--- src/rtl/bnn_dot_l1_cxu.sv ---
// Binary-neural-net dot-product CXU on the L1 interface: counts matching bit
// positions of two operands (XNOR-popcount), with an optional fixed-latency pipeline.
module bnn_dot_l1_cxu #(
  parameter int CXU_N_CXUS    = 1,
  parameter int CXU_N_STATES  = 0,
  parameter int CXU_LAT       = 0,
  parameter int CXU_RESET_LAT = 0,
  parameter int CXU_FUNC_ID_W = 0,
  parameter int CXU_DATA_W    = 32,
  parameter int CXU_REQ_ID_W  = 6,
  parameter int CXU_INSN_W    = 32,
  parameter int CXU_STATUS_W  = 3
) (
  input  logic                                                    clk,
  input  logic                                                    rst,
  input  logic                                                    clk_en,
  input  logic                                                    req_valid,
  input  logic [CXU_REQ_ID_W-1:0]                                 req_id,
  input  logic [((CXU_N_CXUS > 1) ? $clog2(CXU_N_CXUS) : 1)-1:0]  req_cxu,
  input  logic                                                    req_state,
  input  logic [((CXU_FUNC_ID_W > 0) ? CXU_FUNC_ID_W : 1)-1:0]    req_func,
  input  logic [CXU_INSN_W-1:0]                                   req_insn,
  input  logic [CXU_DATA_W-1:0]                                   req_data0,
  input  logic [CXU_DATA_W-1:0]                                   req_data1,
  output logic                                                    resp_valid,
  output logic [CXU_REQ_ID_W-1:0]                                 resp_id,
  output logic [CXU_STATUS_W-1:0]                                 resp_status,
  output logic [CXU_DATA_W-1:0]                                   resp_data
);

  localparam int CNT_W = $clog2(CXU_DATA_W + 1);

  // Elaboration-time legality checks for the parameter set.
  if (CXU_N_STATES != 0) begin : g_bad_states
    $error("bnn_dot_l1_cxu is stateless: CXU_N_STATES must be 0");
  end
  if (CXU_LAT < 0 || CXU_LAT > 8) begin : g_bad_lat
    $error("bnn_dot_l1_cxu: CXU_LAT must be in 0..8");
  end
  if (CXU_DATA_W != 32 && CXU_DATA_W != 64) begin : g_bad_data_w
    $error("bnn_dot_l1_cxu: CXU_DATA_W must be 32 or 64");
  end
  if (CXU_RESET_LAT < 0) begin : g_bad_reset_lat
    $error("bnn_dot_l1_cxu: CXU_RESET_LAT must be non-negative");
  end

  // Selector, state, function and instruction fields do not alter the result.
  logic unused_req_fields;
  assign unused_req_fields = ^{req_cxu, req_state, req_func, req_insn};

  // ---------------------------------------------------------------------------
  // L0 core: XNOR then popcount, zero-extended to the data width.
  // ---------------------------------------------------------------------------
  function automatic logic [CNT_W-1:0] popcount(input logic [CXU_DATA_W-1:0] v);
    logic [CNT_W-1:0] acc;
    acc = '0;
    for (int i = 0; i < CXU_DATA_W; i++) begin
      acc = acc + {{(CNT_W-1){1'b0}}, v[i]};
    end
    return acc;
  endfunction

  logic [CXU_DATA_W-1:0] match_bits;
  logic [CNT_W-1:0]      match_cnt;
  logic [CXU_DATA_W-1:0] core_result;

  assign match_bits  = ~(req_data0 ^ req_data1);
  assign match_cnt   = popcount(match_bits);
  assign core_result = {{(CXU_DATA_W-CNT_W){1'b0}}, match_cnt};

  assign resp_status = '0;

  // ---------------------------------------------------------------------------
  // L0->L1 adapter. Handshake: req_valid is a strobe accepted unconditionally on
  // every enabled edge (no ready); resp_valid is asserted for exactly the enabled
  // cycles that carry a result, and id/data are forced to 0 whenever it is low.
  // ---------------------------------------------------------------------------
  if (CXU_LAT == 0) begin : g_comb
    logic unused_seq;
    assign unused_seq = ^{clk, rst, clk_en};

    assign resp_valid = req_valid;
    assign resp_id    = req_valid ? req_id      : '0;
    assign resp_data  = req_valid ? core_result : '0;
  end else begin : g_pipe
    logic                    stage_valid [CXU_LAT];
    logic [CXU_REQ_ID_W-1:0] stage_id    [CXU_LAT];
    logic [CXU_DATA_W-1:0]   stage_data  [CXU_LAT];

    always_ff @(posedge clk or negedge rst) begin
      if (!rst) begin
        for (int i = 0; i < CXU_LAT; i++) begin
          stage_valid[i] <= 1'b0;
          stage_id[i]    <= '0;
          stage_data[i]  <= '0;
        end
      end else if (clk_en) begin
        // Bubbles enter with id/data cleared so idle outputs read as 0.
        stage_valid[0] <= req_valid;
        stage_id[0]    <= req_valid ? req_id      : '0;
        stage_data[0]  <= req_valid ? core_result : '0;
        for (int i = 1; i < CXU_LAT; i++) begin
          stage_valid[i] <= stage_valid[i-1];
          stage_id[i]    <= stage_id[i-1];
          stage_data[i]  <= stage_data[i-1];
        end
      end
    end

    assign resp_valid = stage_valid[CXU_LAT-1];
    assign resp_id    = stage_id[CXU_LAT-1];
    assign resp_data  = stage_data[CXU_LAT-1];
  end

endmodule

--- config.mk ---
export PLATFORM = sky130hd
export DESIGN_NAME = bnn_dot_l1_cxu
export DESIGN_NICKNAME = d
export VERILOG_FILES = /design/src/rtl/bnn_dot_l1_cxu.sv
export SDC_FILE = /design/constraint.sdc
export NUM_CORES = 1
export LEC_CHECK = 0
export CORE_AREA = 3 3 72 74
export DETAILED_ROUTE_END_ITERATION = 12
export DIE_AREA = 0 0 75 77
export PLACE_DENSITY_LB_ADDON = 0.15
export SLEW_MARGIN = 15
export SYNTH_ARGS = -nofsm -noshare
export SYNTH_HDL_FRONTEND = slang
export SYNTH_SLANG_ARGS = --single-unit
--- constraint.sdc ---
create_clock -name vclk -period 11.62
set_clock_uncertainty 0.1 [all_clocks]
set_input_delay 2.905 -clock vclk [all_inputs]
set_output_delay 2.905 -clock vclk [all_outputs]
set_load 0.05 [all_outputs]
==> results by group, run 1 <==
Timing
  – Final Slew Violations: 0
  – Worst rel slew slack: 66.2%
  – Final Hold Vio Count: 0
  – Setup-failing EPs final: 0
  – Total negative setup slack: 0 ns
  – Worst slew pin tran: 0.505 ns
  – RSZ-0062 raised after global routing: false
  – Max frequency: 0.0892 GHz
  – Post-layout min period: ~11 ns
  – Tcrit/Tclk final: 96.4%

Finish
  – ANT cells: 0
  – Non-filler cells, final: between 200 and 300
  – # nets final: approximately 370
  – Register area: 0 um^2
  – Synthesis-to-layout area growth: 59.4%
  – Count of clock buffers in the final design: 0
  – Fraction of layout instances using a drive strength above 1: ~2.7%
  – Seq cells: 0

Die
  – Starting Density: 28.3%
  – Die area: around 5800 um^2
  – Std-Cell Rows: 25
  – Number of top-level pins: 151
  – Die width: approximately 75 um
  – Core Footprint: ~4700 um^2
  – Die height: 77 um

Clock network
  – Resized cells post-CTS: 0
  – # hold bufs at CTS: 0
  – Setup Fix Bufs, Post-CTS: 0

Logic synthesis
  – Syn_area_per_cell: just over 9 um^2
  – Area contributors post-synth: fa_1 (36%), buf_4 (17%), xor2_1 (15%)
  – Mapped Cells: 142
  – Post-Synthesis Cell Area: 1320 um^2
  – Yosys cell types: 20
  – Largest area contributor in the netlist: fa_1
  – Register area share after synthesis: 0%
  – Warning count from the yosys run: 0
  – Share of the synthesized area in the top cell type: 36.4%

Drt
  – Vias post-DR: 1020
  – Routed wire length: approximately 2.5 mm
  – Wire per inst: 9.03 um
  – Drt pass-1 iters: 2
  – Antenna-violating nets left: 0
  – Via density: around 3.7
  – # DRC: 0
  – Starting DRT DRC Count: 16

Setup path
  – Most Frequent Cell on Critical Path: fa_1
  – Slowest-stage cell, CP: fa_1
  – Crit path to: resp_data[4]
  – CP Launch Type: input port
  – Worst Path Required: 8.62 ns
  – Delay-heaviest family, CP: adder cells
  – Critical Path End Type: output pin
  – Crit path depth: 16
  – Critical path origin: req_data1[0]
  – Worst-path fanout max: 2
  – Crit-path cells: clkdlybuf4s50_1, xnor2_1, fa_1, inv_1, fa_1, fa_1, fa_1, fa_1, fa_1, inv_1, ha_1, fa_1, a21o_1, a21oi_1, mux2i_1, buf_12
  – Kind of critical path: input port to output pin
  – WP buf/inv: 4
  – Crit path DAT: 8.20 ns
  – CP max stage delay: 0.54 ns

Place
  – Routability cong.: 0.666
  – Port buffer count: 84
  – Post-DP HPWL: about 2.5 mm
  – Placed insts: 277

Global routing
  – First-pass GRT wire length: 3.84 mm
  – Initial antenna violation count: 0
  – Met1 usage in global routing: 9.94%
  – Grt met2 use: roughly 15%
  – GRT overflow: 0
  – Largest net degree at the start of global routing: 13
  – Vias in the first global route: 981
  – Busiest metal layer after global routing: met2
  – GRT Total Usage: under 10%
  – GRT met3 Usage: 0.655%

Status
  – Status: finished clean

Min path
  – Worst Hold Class: input port to output pin

Job
  – Max-Cap Viols: 0
## cell usage in the layout, fill, tap and decap left out
cell / netlist / routed
clkdlybuf4s50_1: 0 / 79
xnor2_1: 10 / 10
o21ba_1: 1 / 1
nor2_1: 1 / 1
a21o_1: 1 / 1
and3b_1: 1 / 1
or2b_1: 1 / 1
fa_1: 24 / 24
ha_1: 7 / 7
buf_4: 30 / 4
inv_1: 26 / 26
xor2_1: 23 / 23
and2_1: 8 / 8
mux2i_1: 1 / 1
nand2_1: 1 / 1
conb_1: 1 / 29
a21boi_1: 1 / 1
a21oi_1: 2 / 2
buf_12: 0 / 1
nand3_1: 1 / 1
nor3_2: 1 / 1
## per-layer routing
metal  wire, um  share of wire, %
met1        937                37
met2       1310                52
met3        251                10
met4          0                 0
met5          0                 0
## cell type report
cell class	count	area (um^2)
fill	467	2550
timing repair buffer	84	841
inverter	26	97.6
multi-input combinational	113	1100
tap	54	67.6
## synthesized netlist by cell type, drive strengths merged, types with 2 or more instances
| library cell | n |
|---|---|
| buf | 30 |
| inv | 26 |
| fa | 24 |
| xor2 | 23 |
| xnor2 | 10 |
| and2 | 8 |
| ha | 7 |
| a21oi | 2 |
## metrics by stage
stage	setup slack (ns)	utilization, %	hold WS [ns]	instance area (um^2)
after floorplan	0.573	-	5.88	1430
after global placement	0.338	45.2	6.68	2110
after detailed placement	0.349	45.2	6.68	2110
after CTS	0.345	45.2	6.69	2110
after global routing	0.180	45.2	6.74	2110
final	0.415	45.2	6.67	2110
## logic make-up after synthesis
group,share of synthesized area (%)
AOI/OAI and AO/OA,2.65
muxes,0.758
buffers and inverters,24.7
other,0.284
xor gates and xnor gates,21.9
adders and majority gates,43.0
and+or+nand+nor,6.72
## worst min path at each step
| stage | startpoint | end | cells after the start | slack, ns |
|---|---|---|---|---|
| after floorplan | req_valid | resp_valid | 1 | 5.88 |
| after global placement | req_valid | resp_data[3] | 4 | 6.68 |
| after detailed placement | req_valid | resp_data[3] | 4 | 6.68 |
| after CTS | req_valid | resp_data[3] | 4 | 6.69 |
| after global routing | req_valid | resp_data[1] | 3 | 6.74 |
| final | req_valid | resp_data[3] | 4 | 6.67 |
## tightest hold or removal path, delay by kind of cell
family	cells	cell delay (ns)
buf+inv	3	0.90
simple gates	1	0.06
Power of run 1 is not shown: default switching activity piles up to over one toggle a cycle in this logic, so the estimate is an artifact.
==> run 2: changes to the inputs <==
Settings changed: CORE_AREA 3 3 72 74 to 3 3 82 65, DIE_AREA 0 0 75 77 to 0 0 85 68.
==> run 2 against run 1 <==
Net effect: maximum frequency down 0.18%; via count up 0.29%; flip-flop and latch count unchanged; global-route usage up 0.25 points; non-clock buffer count unchanged; clock-buffer cell count unchanged; hold slack worse by 0.014 ns.
==> results by group, run 2 (synthesized netlist as in run 1, its figures left out) <==
Setup path
  – Crit path DAT: 8.22 ns (+0.02 ns)
  – CP max stage delay: 0.54 ns (about the same)
  – Critical path origin: req_data0[0]
  – CP Launch Type: input port
  – Slowest-stage cell, CP: fa_1
  – Worst-path fanout max: 2 (unchanged)
  – Crit-path cells: clkdlybuf4s50_1, xnor2_1, fa_1, inv_1, fa_1, fa_1, fa_1, fa_1, fa_1, inv_1, ha_1, fa_1, a21o_1, a21oi_1, mux2i_1, buf_12
  – WP buf/inv: 4 (unchanged)
  – Worst Path Required: 8.62 ns (about the same)
  – Delay-heaviest family, CP: adder cells
  – Most Frequent Cell on Critical Path: fa_1
  – Critical Path End Type: output pin
  – Kind of critical path: input port to output pin

Timing
  – Worst Hold Margin: 6.65 ns (-0.0144 ns)
  – RSZ-0062 raised after global routing: false
  – Worst slew pin tran: 0.526 ns (+0.0213 ns)
  – Final Slew Violations: 0 (unchanged)
  – Tcrit/Tclk final: 96.6% (+0.17 points)
  – PnR worst setup slack: 0.395 ns (-0.0202 ns)
  – Worst rel slew slack: 64.8% (-1.4 points)
  – Setup-failing EPs final: 0 (unchanged)
  – Total negative setup slack: 0 ns (unchanged)
  – Final Hold Vio Count: 0 (unchanged)
  – Max frequency: 0.0891 GHz (-0.18%)
  – Post-layout min period: 11.23 ns (+0.0202 ns)

Drt
  – Antenna-violating nets left: 0 (unchanged)
  – Vias post-DR: 1023 (+0.29%)
  – Starting DRT DRC Count: 7 (-9)
  – # DRC: 0 (unchanged)
  – Routed wire length: 2.62 mm (+4.6%)
  – Wire per inst: 9.34 um (+3.5%)
  – Via density: 3.65 (-0.78%)
  – Drt pass-1 iters: 3 (+1)

Clock network
  – Setup Fix Bufs, Post-CTS: 0 (unchanged)
  – Resized cells post-CTS: 0 (unchanged)
  – # hold bufs at CTS: 0 (unchanged)

Finish
  – Count of clock buffers in the final design: 0 (unchanged)
  – ANT cells: 0 (unchanged)
  – Design area: 2110 um^2 (+0.18%)
  – Seq cells: 0 (unchanged)
  – # nets final: 365 (unchanged)
  – Register area: 0 um^2 (unchanged)
  – Commonest non-fill, non-tap cell in the layout: clkdlybuf4s50_1
  – Synthesis-to-layout area growth: 59.7%
  – Fraction of layout instances using a drive strength above 1: 2.69% (unchanged)
  – Filler Cells Inserted: 429 (-8.1%)
  – Commonest non-fill, non-tap cells in the layout: clkdlybuf4s50_1 (79), conb_1 (29), inv_1 (26), fa_1 (24), xor2_1 (23)

Global routing
  – First-pass GRT wire length: 3.94 mm (+2.5%)
  – Initial antenna violation count: 0 (unchanged)
  – Largest net degree at the start of global routing: 13 (unchanged)
  – Vias in the first global route: 954 (-2.8%)
  – GRT Total Usage: 8.04% (+0.25 points)
  – GRT overflow: 0 (unchanged)

Die
  – Core Footprint: 4490 um^2 (-3.6%)
  – Die area: 5780 um^2 (about the same)
  – Std-Cell Rows: 21 (-16%)
  – Starting Density: 29.4% (+1.1 points)
  – Number of top-level pins: 151 (unchanged)
  – Die width: 85 um (+13%)
  – Die height: 68 um (-12%)

Job
  – Max-Cap Viols: 0 (unchanged)

Place
  – Post-DP HPWL: 2.66 mm (+6.7%)
  – Port buffer count: 84 (unchanged)
  – Pre-CTS setup slack: 0.340 ns (-0.00819 ns)
  – Placed inst area: 2110 um^2 (+0.18%)
  – Routability cong.: 0.691 (+3.7%)

Min path
  – Hold_sp: req_valid
  – Worst Hold Class: input port to output pin

Status
  – Status: finished clean
## run 2: tightest hold or removal path: cells and delay by family
family	cells	cell delay, ns
buffers and inverters	3	0.88
and+or+nand+nor	1	0.06
## run 2: metal layers
layer  vias to the layer above  wire [um]  track usage (%)
met1                       445       1130             11.8
met5                         -          0                0
met3                         0        340             1.81
li1                        518          -                -
met2                        60       1140             12.8
met4                         0          0                0
## run 2: path summary, 6_finish.rpt
check | endpoint | slack (ns) | depth (start not counted)
max | resp_data[4] | 0.39 | 16
min | resp_data[2] | 6.65 | 4
## run 2: final cells by class
type	instances	area [um^2]	area share [%]
multi-input combinational	113	1100	52.1
timing repair buffer	84	841	39.9
inverter	26	97.6	4.63
tap	57	71.3	3.38
## run 2: stage by stage
step,std cells,util (%)
after floorplan,170,-
after global placement,280,47.0
after detailed placement,280,47.0
after CTS,280,47.0
after global routing,280,47.0
final,280,47.0
Power of run 2 is left out for the same reason.
==> run 3: changes to the inputs <==
Settings changed: TNS_END_PERCENT set to 5.
==> results of run 3 <==
No change in the layout: final DEF, timing and power equal those of run 2.
Power of run 3 is left out for the same reason.
